--- src/rtl/piece_sequencer.sv ---
// -----------------------------------------------------------------------------
// piece_sequencer
//
// Owns the active falling piece (origin, type, rotation) and turns player
// button pulses plus a gravity tick into moves. Each move is gated by the
// board store's combinational enables. Also runs the lock -> refresh ->
// refresh_done handshake with the store and forwards bomb requests.
//
// Optional feature: define HARD_DROP_EN to make btn_down start a hard drop.
// While the drop runs, y steps every cycle until edrop falls, then the piece
// locks. Without the macro, btn_down is a single soft step, exactly like a
// gravity tick.
//
// Ports:
//   clk, rstn         clock, asynchronous active-low reset
//   start             begin game (accepted in IDLE only)
//   btn_l/r/rot/down  player move requests, 1-cycle pulses
//   btn_boom          bomb request, 1-cycle pulse
//   el, er, eu, edrop move enables from the board store for the current piece
//   overflow          piece occupies row <= 2 (checked at lock)
//   refresh_done      store finished merge/line-clear (1-cycle pulse)
//   x, y              piece origin, modulo-32
//   piece_type        current piece type 1..7 ("type" is a reserved word)
//   dir               rotation 0..3
//   next_type         preview of the following type (LFSR state)
//   refresh           1-cycle merge request
//   boom              1-cycle bomb request
//   game_over         sticky end-of-game flag
//   busy              high while in LOCK or CLEAR
// -----------------------------------------------------------------------------
module piece_sequencer #(
    parameter int TICK_DIV = 50_000_000,
    parameter int SPAWN_X  = 3,
    parameter int SPAWN_Y  = 0
) (
    input  logic       clk,
    input  logic       rstn,
    input  logic       start,
    input  logic       btn_l,
    input  logic       btn_r,
    input  logic       btn_rot,
    input  logic       btn_down,
    input  logic       btn_boom,
    input  logic       el,
    input  logic       er,
    input  logic       eu,
    input  logic       edrop,
    input  logic       overflow,
    input  logic       refresh_done,
    output logic [4:0] x,
    output logic [4:0] y,
    output logic [2:0] piece_type,
    output logic [1:0] dir,
    output logic [2:0] next_type,
    output logic       refresh,
    output logic       boom,
    output logic       game_over,
    output logic       busy
);

    localparam int            CW        = $clog2(TICK_DIV);
    localparam logic [CW-1:0] TICK_LAST = CW'(TICK_DIV - 1);
    localparam logic [4:0]    X0        = 5'(SPAWN_X);
    localparam logic [4:0]    Y0        = 5'(SPAWN_Y);
    // The seed 3'b001 is the type shown at reset; the preview holds one step on.
    localparam logic [2:0]    TYPE0     = 3'b001;
    localparam logic [2:0]    NEXT0     = 3'b010;

    typedef enum logic [2:0] {
        S_IDLE,
        S_SPAWN,
        S_FALL,
        S_LOCK,
        S_CLEAR,
        S_OVER
    } state_t;

    state_t        state, state_d;
    logic [4:0]    x_d, y_d;
    logic [2:0]    type_d, next_d;
    logic [1:0]    dir_d;
    logic [CW-1:0] cnt, cnt_d;
    logic          pend, pend_d;
    logic          refresh_d, boom_d, busy_d, over_d;
    logic          tick, step_req;
`ifdef HARD_DROP_EN
    logic          drop, drop_d;
`endif

    // Galois LFSR for x^3 + x^2 + 1: 1,2,4,5,7,3,6 then repeats; never 0.
    function automatic logic [2:0] lfsr_step(input logic [2:0] q);
        return q[2] ? ({q[1:0], 1'b0} ^ 3'b101) : {q[1:0], 1'b0};
    endfunction

    assign tick     = (cnt == TICK_LAST);
    // A tick that lost to a higher-priority move stays pending for one slot.
    assign step_req = btn_down || tick || pend;

    // State register (also holds the piece datapath and registered outputs).
    always_ff @(posedge clk or negedge rstn) begin
        if (!rstn) begin
            state      <= S_IDLE;
            x          <= X0;
            y          <= Y0;
            piece_type <= TYPE0;
            dir        <= 2'd0;
            next_type  <= NEXT0;
            cnt        <= '0;
            pend       <= 1'b0;
            refresh    <= 1'b0;
            boom       <= 1'b0;
            busy       <= 1'b0;
            game_over  <= 1'b0;
`ifdef HARD_DROP_EN
            drop       <= 1'b0;
`endif
        end else begin
            // NOTE: non-blocking assignments so every register samples the
            // pre-edge values computed by the combinational processes.
            state      <= state_d;
            x          <= x_d;
            y          <= y_d;
            piece_type <= type_d;
            dir        <= dir_d;
            next_type  <= next_d;
            cnt        <= cnt_d;
            pend       <= pend_d;
            refresh    <= refresh_d;
            boom       <= boom_d;
            busy       <= busy_d;
            game_over  <= over_d;
`ifdef HARD_DROP_EN
            drop       <= drop_d;
`endif
        end
    end

    // Next-state and piece datapath.
    always_comb begin
        // NOTE: every output of this block is given a default first so no
        // path through the case leaves a variable unassigned (no latches).
        state_d = state;
        x_d     = x;
        y_d     = y;
        type_d  = piece_type;
        dir_d   = dir;
        next_d  = next_type;
        cnt_d   = '0;
        pend_d  = 1'b0;
`ifdef HARD_DROP_EN
        drop_d  = 1'b0;
`endif

        unique case (state)
            S_IDLE: begin
                if (start) state_d = S_SPAWN;
            end

            S_SPAWN: begin
                type_d  = next_type;
                next_d  = lfsr_step(next_type);
                dir_d   = 2'd0;
                x_d     = X0;
                y_d     = Y0;
                state_d = S_FALL;
            end

            S_FALL: begin
                cnt_d  = tick ? '0 : cnt + CW'(1);
                pend_d = pend || tick;
`ifdef HARD_DROP_EN
                drop_d = drop;
                if (drop) begin
                    if (edrop) begin
                        y_d = y + 5'd1;
                    end else begin
                        drop_d  = 1'b0;
                        state_d = S_LOCK;
                    end
                end else
`endif
                if (btn_rot && eu) begin
                    dir_d = dir + 2'd1;
                end else if (btn_l && el) begin
                    x_d = x - 5'd1;
                end else if (btn_r && er) begin
                    x_d = x + 5'd1;
                end else if (step_req) begin
                    pend_d = 1'b0;
                    if (edrop) begin
                        y_d   = y + 5'd1;
                        cnt_d = '0;
`ifdef HARD_DROP_EN
                        drop_d = btn_down;
`endif
                    end else begin
                        state_d = S_LOCK;
                    end
                end
            end

            S_LOCK: begin
                state_d = overflow ? S_OVER : S_CLEAR;
            end

            S_CLEAR: begin
                if (refresh_done) state_d = S_SPAWN;
            end

            S_OVER: begin
                state_d = S_OVER;
            end

            default: begin
                state_d = S_IDLE;
            end
        endcase
    end

    // Output decode; results are registered in the state register process.
    always_comb begin
        refresh_d = (state == S_LOCK) && !overflow;
`ifdef HARD_DROP_EN
        boom_d    = (state == S_FALL) && btn_boom && !drop;
`else
        boom_d    = (state == S_FALL) && btn_boom;
`endif
        busy_d    = (state_d == S_LOCK) || (state_d == S_CLEAR);
        over_d    = (state_d == S_OVER);
    end

endmodule

--- config.mk ---
export PLATFORM = sky130hd
export DESIGN_NAME = piece_sequencer
export DESIGN_NICKNAME = d
export VERILOG_FILES = /design/src/rtl/piece_sequencer.sv
export SDC_FILE = /design/constraint.sdc
export NUM_CORES = 1
export LEC_CHECK = 0
export CORE_ASPECT_RATIO = 1.4
export CORE_MARGIN = 5
export CORE_UTILIZATION = 47
export DETAILED_ROUTE_END_ITERATION = 7
export GPL_ROUTABILITY_DRIVEN = 0
export HOLD_SLACK_MARGIN = 0.06
export PLACE_DENSITY_LB_ADDON = 0.2
export SYNTH_ARGS = -nofsm -noshare
export SYNTH_HDL_FRONTEND = slang
export SYNTH_SLANG_ARGS = --single-unit
--- constraint.sdc ---
create_clock -name clk -period 2.2 [get_ports clk]
set_clock_uncertainty 0.05 [all_clocks]
set_input_delay 0.22 -clock clk [delete_from_list [all_inputs] [get_ports clk]]
set_output_delay 0.22 -clock clk [all_outputs]
set_load 0.01 [all_outputs]
# [After elaboration in Yosys (flattened, before gate mapping)]
# Index checks and enable logic that the tools add are counted.
[word_totals] out_inout_bits=22 word_cells=83 register_bits=52 inputBits=14
[classes] n_eq_ne=16 bitwise=1 n_reduce_logical=15 muxes=34 addsub=5
[op_table] operator="$mux W26" n=7
[op_table] operator="$mux W5" n=8
[op_table] operator="$add A26 B1 Y26 const B" n=1
[op_table] operator="$eq A26 B26 Y1 const B" n=1
[op_table] operator="$mux W3" n=8
[op_table] operator="$pmux W5 S2" n=2
[op_table] operator="$pmux W3 S6" n=1
[op_table] operator="$eq A3 B3 Y1 const B" n=4
[op_table] operator="$ne A2 B2 Y1 const B" n=6
[op_table] operator="$add A5 B1 Y5 const B" n=2
[op_table] operator="$eq A3 B2 Y1 const B" n=3
[op_table] operator="$mux W1" n=6
[op_table] operator="$reduce_and A6 Y1" n=1
[op_table] operator="$logic_and A1 B1 Y1" n=5
[op_table] operator="$sub A5 B1 Y5 const B" n=1
[op_table] operator="$logic_or A1 B1 Y1" n=4
[op_table] operator="$pmux W2 S2" n=1
[op_table] operator="$eq A3 B1 Y1 const B" n=1
[op_table] operator="$logic_not A3 Y1" n=1
[op_table] operator="$ne A3 B3 Y1 const B" n=1
[op_table] operator="$reduce_and A3 Y1" n=1
[op_table] operator="$add A2 B1 Y2 const B" n=1
[op_table] operator="$mux W2" n=1
[op_table] operator="$not A2 Y2" n=1
[op_table] operator="other kinds (3)" n=3

# [Logic depth before layout (Yosys ltp)]
# Gate-level depths: netlist of run 1.
[logic_depth] depth_word=10 depth_mapped=8 ltp_nobuf=8

# [Worst setup path before layout of run 1]
# Ideal clock, no wire load.
[synth_path] kind="register -> register" from="register cnt[0]" to="register y[2]" synth_period_minus_slack_ns=2.096 t_required_ns=2.072 t_arrival_ns=1.969 path_buffers=0 setup_slack_ns=0.104 setup_time_ns=0.078 path_stages_with_launch=7 path_cell_list="dfrtp_1 -> ha_1 -> and3_2 -> nand2_2 -> o41a_1 -> or4_1 -> a21oi_1"
[synth_between] elab_chain_cells=5
[synth_lines] element="start: declaration" line_no="82" source="logic [CW-1:0] cnt, cnt_d;"
[synth_lines] element="start signal: assignment" line_no="126" source="cnt <= cnt_d;"
[synth_lines] element="$eq A26 B26 Y1" line_no="95" source="assign tick = (cnt == TICK_LAST);"
[synth_lines] element="$logic_or A1 B1 Y1 (2 in a row)" line_no="97" source="assign step_req = btn_down || tick || pend;"
[synth_lines] element="$ne A2 B2 Y1 (no line)"
[synth_lines] element="$reduce_and A6 Y1 (no line)"
[synth_lines] element="end signal: assignment" line_no="122" source="y <= y_d;"
[synth_lines] element="end: declaration" line_no="51" source="output logic [4:0] y,"
# No other way between the ends.
# A chain may end at the register's enable or synchronous reset.

# [Final worst setup path of run 1]
[layout_path] from="register cnt[0]" to="register cnt[13]"
[layout_between] elab_chain_cells=8 elab_cells_between_ends=11 classes_between="add/sub: 1; eq/ne: 1; mux: 7; reduce/logical: 2"
[layout_lines] element="$add A26 B1 Y26 or $eq A26 B26 Y1 (tied branches)" line_no="169, 95"
[layout_lines] element="$mux W26 or $logic_or A1 B1 Y1 (tied branches)" line_no="169, 97"
[layout_lines] element="$mux W26 or $logic_or A1 B1 Y1 (tied branches)" line_no="190, 97"
[layout_lines] element="$mux W26" line_no="188" source="end else if (step_req) begin"
[layout_lines] element="$mux W26" line_no="186" source="end else if (btn_r && er) begin"
[layout_lines] element="$mux W26" line_no="184" source="end else if (btn_l && el) begin"
[layout_lines] element="$mux W26 *" line_no="182" source="if (btn_rot && eu) begin"
[layout_lines] element="$mux W26 *" line_no="154" source="unique case (state)"
[layout_lines] element="net cnt_d[13]" line_no="82"
# Mark *: on every way through the listed nets, which the timed path passes. The rest lies on a longest branch.

==> impl_metrics.env, run 1 <==
export IMPL_slowest_stage="or4_2"
export IMPL_clockRootBuffer="clkbuf_8"
export IMPL_clk_latency_ns=0.30
export IMPL_worstSetupEndpointType="register"
export IMPL_diodes=0
export IMPL_core_rowCount=31
export IMPL_min_path_type="input port to register"
export IMPL_cts_tree="built"
export IMPL_r2r_slack_ns=0.11
export IMPL_startpoint_type="register"
export IMPL_post_route_util=0.607
export IMPL_drt_iter0_drc=48
export IMPL_power_leakage_nw=1.33
export IMPL_gr_total_overflow=0
export IMPL_grt_max_degree=51
export IMPL_synth_seq_cells=50
export IMPL_fill_cells=483
export IMPL_drt_drc_violations_left=0
export IMPL_rr_endpoint="cnt[13]"
export IMPL_critPathRequiredTime_ns=2.34
export IMPL_vias_per_cell=5.27
export IMPL_io_pin_count=36
export IMPL_synthArstFlopShare=1.00
export IMPL_cts_path_max_buffers=2
export IMPL_hp_start="btn_boom"
export IMPL_wl_per_cell_um=13.9
export IMPL_ir_drop_mv=0.583
export IMPL_arrival_ns=2.23
export IMPL_rr_startpoint="cnt[0]"
export IMPL_synth_avg_cell_area_um2=9.68
export IMPL_synth_edf_count=0
export IMPL_die_w_um=71.7
export IMPL_dieArea_mm2=0.00691
export IMPL_ys_types=43
export IMPL_reg2reg_depth=7
export IMPL_areaGrowthSynthToFinish_pct=25.8
export IMPL_grt_pass1_vias=2020
export IMPL_seq_area_frac_synth=0.501
export IMPL_yosysMostFrequentCell="dfrtp_1"
export IMPL_hpwl_um=3760
export IMPL_hold_path_end="boom"
export IMPL_timing_hold_ws_ns=0.410
export IMPL_cp_buffers_inverters=1
export IMPL_cellPowerDensity_mw_per_mm2=850
export IMPL_synth_area_leaders="dfrtp_1, nor2_1, xnor2_1, xor2_1, nand2_1"
export IMPL_finalHoldViolations=0
export IMPL_drv_cap=0
export IMPL_core_mm2=0.00520
export IMPL_min_path_cells=2
export IMPL_wl_um=5230
export IMPL_path_max_fanout=25
export IMPL_critPathMaxStageDelay_ns=0.71
export IMPL_cts_buffers=5
export IMPL_dr_pass1_iters=4
export IMPL_ant_nets=0
export IMPL_synth_top_area_frac=0.469
export IMPL_status="finished clean"
export IMPL_setup_violations_final=0
export IMPL_initial_utilization=0.482
export IMPL_layout_nets=330
export IMPL_grt_antenna_before_repair=0
export IMPL_path_class="register to register"
export IMPL_die_y_um=96.4
export IMPL_numClockSinks=50
export IMPL_yosys_most_used_dff="dfrtp_1"
export IMPL_max_slew_margin_rel=0.575
export IMPL_cpMostUsedCell="nand2_2"
export IMPL_slew_violations=0
export IMPL_rsz0062_at_grt="yes"
export IMPL_synth_area_leader_cell="dfrtp_1"
export IMPL_cts_max_level=2
export IMPL_vias=1988
export IMPL_max_clock_freq_mhz=478
export IMPL_netlist_area_mm2=0.00251
export IMPL_yosysWarnings=0
export IMPL_grt_pass1_wl_um=9120
export IMPL_min_period_over_period=0.951
export IMPL_path_depth=7
export IMPL_drive_above_1_share=0.116
export IMPL_clkSlewWorstSetupHoldPaths_ns=0.10
export IMPL_synth_cells=259
export IMPL_ys_top_cells_by_count="dfrtp_1, nor2_1, nand2_1"
export IMPL_path_cells="ha_1, and3_2, nand2_2, or4_2, nand2_2, buf_12, nor2_1"
export IMPL_grtUsageTotal=0.167
export IMPL_post_route_min_period_ns=2.09
export IMPL_syn_nets=279
export IMPL_worstMarginPinSlew_ns=0.638
export IMPL_portBuffers=35
export IMPL_critPathTopFamily="simple AND/OR/NAND/NOR gates"
[worst max path at each step]
stage / to / slack [ns] / from
after floorplan: y[2] / 0.10 / cnt[0]
after global placement: x[4] / 0.08 / btn_l
after detailed placement: x[4] / 0.009 / el
after CTS: y[2] / 0.03 / cnt[0]
after global routing: y[0] / -0.009 / cnt[10]
final: cnt[13] / 0.11 / cnt[0]
[routing by layer]
metal | vias to the layer above | GRT usage | wire (µm)
li1 | 986 | - | -
met1 | 956 | 0.196 | 2160
met3 | 6 | 0.0373 | 207
met5 | - | 0 | 0
met4 | 0 | 0.0580 | 61
met2 | 40 | 0.298 | 2810
[registers in the layout, indices dropped and copies added (netlist names), 2 cells and up]
register	count
cnt	26
dir	2
next_type	2
piece_type	2
state	3
x	5
y	5
[metrics by stage]
stage / power [mW] / std cells / setup TNS (ns) / cell area, µm² / setup WS [ns]
after CTS: 2.70 / 375 / 0 / 3130 / 0.0295
after global routing: 2.87 / 377 / -0.00916 / 3150 / -0.00916
after global placement: 2.03 / 366 / 0 / 3010 / 0.0827
after floorplan: 1.64 / 259 / 0 / 2510 / 0.104
final: 2.68 / 377 / 0 / 3150 / 0.108
after detailed placement: 2.05 / 366 / 0 / 3010 / 0.00884
[power breakdown]
part           internal, mW  total, mW  switching (mW)
sequential             1.05       1.16           0.117
clock                 0.340      0.647           0.307
combinational         0.416      0.870           0.455
[area by class of cell]
| cell class | instances | area [µm²] | share of cell area |
|---|---|---|---|
| clock buffers | 6 | 72.6 | 0.0230 |
| clock inverters | 2 | 37.5 | 0.0119 |
| inverters | 13 | 48.8 | 0.0155 |
| multi-input cells | 188 | 1170 | 0.371 |
| flip-flops and latches | 50 | 1250 | 0.398 |
| well taps | 66 | 82.6 | 0.0262 |
| repair buffers | 52 | 488 | 0.155 |
[what timing repair did]
action,in CTS,in global routing
hold endpoints to repair,47,0
gates resized for setup,0,3
setup buffers,0,2
setup endpoints to repair,0,22
hold buffers,1,0
[kinds of logic (layout without fill, tap and decap cells)]
logic type                 after synthesis  in the layout  synth area share
DFF                                     50             50             0.501
muxes                                    3              3            0.0120
adders and majority gates                6              6            0.0330
and+or+nand+nor                        122            122             0.246
xor gates and xnor gates                28             28            0.0979
AOI/OAI and AO/OA                       29             29            0.0734
buffers and inverters                   21             73            0.0374
[worst register-to-register path: cells and delay by family (launching register included)]
family | cells | cell delay [ns]
AND/OR/NAND/NOR | 5 | 1.18
flip-flops | 1 | 0.40
adder cells (fa/ha/maj) | 1 | 0.18
buffers and inverters | 1 | 0.16
[cell usage in the layout, fill, tap and decap left out, types with 6 or more instances in the layout]
master	count
clkdlybuf4s50_1	34
xnor2_1	16
xor2_1	12
nor3_1	7
nand2_1	26
nand4_1	10
nor2_1	39
buf_4	15
o21ai_0	6
inv_1	13
dfrtp_1	47
a21oi_1	10
nand3_1	12
Power figures use the tool's default switching activity.
==> run 2: changes to the inputs <==
- CORE_ASPECT_RATIO: 1.4 -> 1.25
- SLEW_MARGIN: unset -> 20
==> impl_metrics.env, run 2 (synthesis results as in run 1) <==
export IMPL_wl_per_cell_um=14.1
export IMPL_portBuffers=35
export IMPL_arrival_ns=2.30
export IMPL_max_slew_margin_rel=0.545
export IMPL_final_common_cell="dfrtp_1"
export IMPL_finalHoldViolations=0
export IMPL_cts_buffers=5
export IMPL_final_cells=374
export IMPL_ant_nets=0
export IMPL_die_y_um=91.6
export IMPL_layout_setup_ws_ns=0.0790
export IMPL_startpoint_type="register"
export IMPL_dr_pass1_iters=4
export IMPL_worstSetupEndpointType="register"
export IMPL_total_power_mw=2.83
export IMPL_grt_pass1_vias=2030
export IMPL_largest_reg_flops=26
export IMPL_core_mm2=0.00512
export IMPL_pre_cts_slack_ns=0.0147
export IMPL_drv_cap=0
export IMPL_post_route_min_period_ns=2.12
export IMPL_layout_nets=331
export IMPL_largest_registers="cnt (26), x (5), y (5)"
export IMPL_clockRootBuffer="clkbuf_8"
export IMPL_clkSlewWorstSetupHoldPaths_ns=0.09
export IMPL_min_period_over_period=0.964
export IMPL_mostFrequentLayoutCells="dfrtp_1, nor2_1, clkdlybuf4s50_1, nand2_1"
export IMPL_slew_violations=0
export IMPL_grt_max_degree=31
export IMPL_min_path_type="input port to register"
export IMPL_wl_um=5270
export IMPL_cts_max_level=2
export IMPL_vias=2007
export IMPL_timing_hold_ws_ns=0.421
export IMPL_vias_per_cell=5.37
export IMPL_diodes=0
export IMPL_grtUsageTotal=0.164
export IMPL_io_pin_count=36
export IMPL_cts_path_max_buffers=2
export IMPL_critPathRequiredTime_ns=2.38
export IMPL_cellPowerDensity_mw_per_mm2=886
export IMPL_drt_iter0_drc=108
export IMPL_initial_utilization=0.490
export IMPL_die_w_um=75.3
export IMPL_dieArea_mm2=0.00690
export IMPL_drt_drc_violations_left=0
export IMPL_power_leakage_nw=1.35
export IMPL_place_inst=363
export IMPL_numClockSinks=50
export IMPL_cts_tree="built"
export IMPL_grt_antenna_before_repair=0
export IMPL_gr_total_overflow=0
export IMPL_areaGrowthSynthToFinish_pct=27.7
export IMPL_path_class="register to register"
export IMPL_worstMarginPinSlew_ns=0.683
export IMPL_grt_pass1_wl_um=9070
export IMPL_clk_latency_ns=0.30
export IMPL_core_rowCount=29
export IMPL_ir_drop_mv=0.576
export IMPL_regMostFlops="cnt"
export IMPL_path_max_fanout=8
export IMPL_hpwl_um=3780
export IMPL_max_clock_freq_mhz=471
export IMPL_fin_setup_tns_ns=0
export IMPL_drive_above_1_share=0.135
export IMPL_status="finished clean"
export IMPL_setup_violations_final=0
[run 2: final cells by class]
cell class / count / area, µm²
fill: 431 / 1920
clock buffer: 6 / 82.6
tap: 62 / 77.6
clock inverter: 2 / 60.1
sequential: 50 / 1250
timing repair buffer: 53 / 495
multi-input combinational: 188 / 1180
inverter: 13 / 48.8
[run 2: worst paths after layout]
path | to | start | slack [ns] | depth (start not counted)
worst max-delay path | busy | cnt[11] | 0.08 | 5
worst min-delay path | boom | btn_boom | 0.42 | 2
worst max register to register | busy | cnt[11] | 0.08 | 5
worst min register to register | piece_type[0] | piece_type[0] | 0.43 | 2
max in group asynchronous | x[0] | rstn | 0.96 | 3
min in group asynchronous | cnt[5] | rstn | 0.44 | 2
[run 2: critical path, cell delays in order, from the launching register on]
cell	delay [ns]
dfrtp_1	0.42
nor4_2	0.26
nand4_1	0.13
o41a_1	0.54
or3_2	0.50
a21boi_1	0.15
[run 2: what timing repair did]
action / 4_1_cts / 5_1_grt
hold buffers: 1 / 0
setup endpoints to repair: 0 / 31
gates resized for setup: 0 / 7
setup buffers: 0 / 2
endpoints found under the hold margin: 27 / 0
[run 2: through the flow]
step	utilization	area (µm²)
after floorplan	-	2510
after global placement	0.588	3010
after detailed placement	0.588	3010
after CTS	0.618	3160
after global routing	0.625	3200
final	0.625	3200
[run 2: routing by layer]
metal | track usage | routed length, µm | up-vias
met4 | 0.0423 | 69 | 0
met3 | 0.0383 | 205 | 8
met2 | 0.269 | 2660 | 45
met1 | 0.217 | 2340 | 956
met5 | 0 | 0 | -
li1 | - | - | 998
[run 2: where the power goes]
| group | internal (mW) | switching [mW] | leakage (nW) |
|---|---|---|---|
| Clock | 0.485 | 0.304 | 0.0714 |
| Combinational | 0.424 | 0.453 | 0.603 |
| Sequential | 1.05 | 0.122 | 0.680 |
| Total | 1.95 | 0.879 | 1.35 |
==> run 3: changes to the inputs <==
- CORE_UTILIZATION: 47 -> 49
==> impl_metrics.env, run 3 (synthesis results as in run 1) <==
export IMPL_status="finished, violations left"
export IMPL_violations="setup timing"
export IMPL_critPathRequiredTime_ns=2.38
export IMPL_place_inst=359
export IMPL_mostFrequentLayoutCells="dfrtp_1, nor2_1, clkdlybuf4s50_1, nand2_1, xnor2_1"
export IMPL_dieArea_mm2=0.00665
export IMPL_min_path_type="register to register"
export IMPL_slew_violations=0
export IMPL_drt_iter0_drc=110
export IMPL_finalHoldViolations=0
export IMPL_clk_latency_ns=0.31
export IMPL_hold_path_end="piece_type[1]"
export IMPL_initial_utilization=0.500
export IMPL_max_clock_freq_mhz=454
export IMPL_vias=1967
export IMPL_path_class="register to register"
export IMPL_drive_above_1_share=0.117
export IMPL_fin_setup_tns_ns=-0.00317
export IMPL_ant_nets=0
export IMPL_path_max_fanout=8
export IMPL_ir_drop_mv=0.617
export IMPL_setup_violations_final=1
export IMPL_min_path_cells=2
export IMPL_clkSlewWorstSetupHoldPaths_ns=0.09
export IMPL_grt_pass1_wl_um=9030
export IMPL_post_route_min_period_ns=2.20
export IMPL_worstSetupEndpointType="register"
export IMPL_layout_nets=327
export IMPL_pre_cts_slack_ns=0.00519
export IMPL_rr_startpoint="cnt[0]"
export IMPL_vias_per_cell=5.32
export IMPL_portBuffers=35
export IMPL_largest_reg_flops=26
export IMPL_cellPowerDensity_mw_per_mm2=829
export IMPL_hp_start="piece_type[1]"
export IMPL_drv_cap=0
export IMPL_rr_endpoint="y[2]"
export IMPL_power_leakage_nw=1.31
export IMPL_rsz0062_at_grt="yes"
export IMPL_diodes=0
export IMPL_grt_pass1_vias=2052
export IMPL_regMostFlops="cnt"
export IMPL_clockRootBuffer="clkbuf_8"
export IMPL_numClockSinks=50
export IMPL_dr_pass1_iters=4
export IMPL_cts_tree="built"
export IMPL_largest_registers="cnt (26), x (5), y (5)"
export IMPL_max_slew_margin_rel=0.477
export IMPL_hpwl_um=3710
export IMPL_worstMarginPinSlew_ns=0.779
export IMPL_areaGrowthSynthToFinish_pct=24.4
export IMPL_layout_setup_ws_ns=-0.00317
export IMPL_final_cells=370
export IMPL_cts_max_level=2
export IMPL_cts_path_max_buffers=2
export IMPL_grt_antenna_before_repair=0
export IMPL_grtUsageTotal=0.170
export IMPL_io_pin_count=36
export IMPL_die_w_um=74.0
export IMPL_arrival_ns=2.39
export IMPL_die_y_um=90.0
export IMPL_wl_um=5120
export IMPL_gr_total_overflow=0
export IMPL_min_period_over_period=1.00
export IMPL_startpoint_type="register"
export IMPL_core_rowCount=29
export IMPL_cts_buffers=5
export IMPL_wl_per_cell_um=13.8
export IMPL_r2r_slack_ns=-0.003
export IMPL_core_mm2=0.00501
export IMPL_total_power_mw=2.58
export IMPL_grt_max_degree=51
export IMPL_final_common_cell="dfrtp_1"
export IMPL_drt_drc_violations_left=0
export IMPL_reg2reg_depth=6
-- run 3: worst max-delay path by stage --
stage,cells after the start,to,slack (ns),startpoint
finish,6,y[2],-0.003,cnt[0]
global route,6,y[1],-0.09,cnt[0]
CTS,5,y[2],0.01,cnt[10]
detailed placement,8,x[4],0.005,btn_l
global placement,8,x[4],0.09,btn_l
floorplan,6,y[2],0.10,cnt[0]
-- run 3: through the flow --
stage	hold slack, ns	util	instance area, µm²
floorplan	-0.126	-	2510
finish	0.429	0.622	3120
CTS	0.418	0.618	3100
global route	0.419	0.622	3120
global placement	0.321	0.595	2980
detailed placement	0.316	0.595	2980
-- run 3: critical path, cell delays in order, from the launching register on --
cell     delay, ns
dfrtp_1       0.39
ha_2          0.20
and3_2        0.20
nand2_2       0.06
o41a_1        0.52
or4_1         0.55
a21oi_2       0.16
-- run 3: final cells by class --
type | instances | area (µm²)
inverters | 13 | 48.8
flip-flops and latches | 50 | 1250
clock buffers | 6 | 82.6
fillers | 438 | 1890
repair buffers | 49 | 465
well taps | 62 | 77.6
multi-input cells | 188 | 1170
clock inverters | 2 | 16.3
-- run 3: repair_timing --
action | in CTS | in global routing
pin swaps | 1 | 3
endpoints found under the setup margin | 2 | 31
hold buffers | 1 | 0
hold endpoints to repair | 47 | 0
resized for setup | 0 | 4
setup buffers | 1 | 1
-- run 3: metal layers --
layer	up-vias	part of all wire	routed length, µm	global-route usage
li1	984	-	-	-
met2	43	0.49	2530	0.277
met3	8	0.036	182	0.0324
met5	-	0	0	0
met4	0	0.017	89	0.0634
met1	932	0.45	2310	0.219
-- run 3: power by group --
part / internal (mW) / switching (mW) / leakage, nW / total [mW]
clock: 0.259 / 0.310 / 0.0478 / 0.569
combinational: 0.407 / 0.445 / 0.578 / 0.852
sequential: 1.05 / 0.117 / 0.680 / 1.16
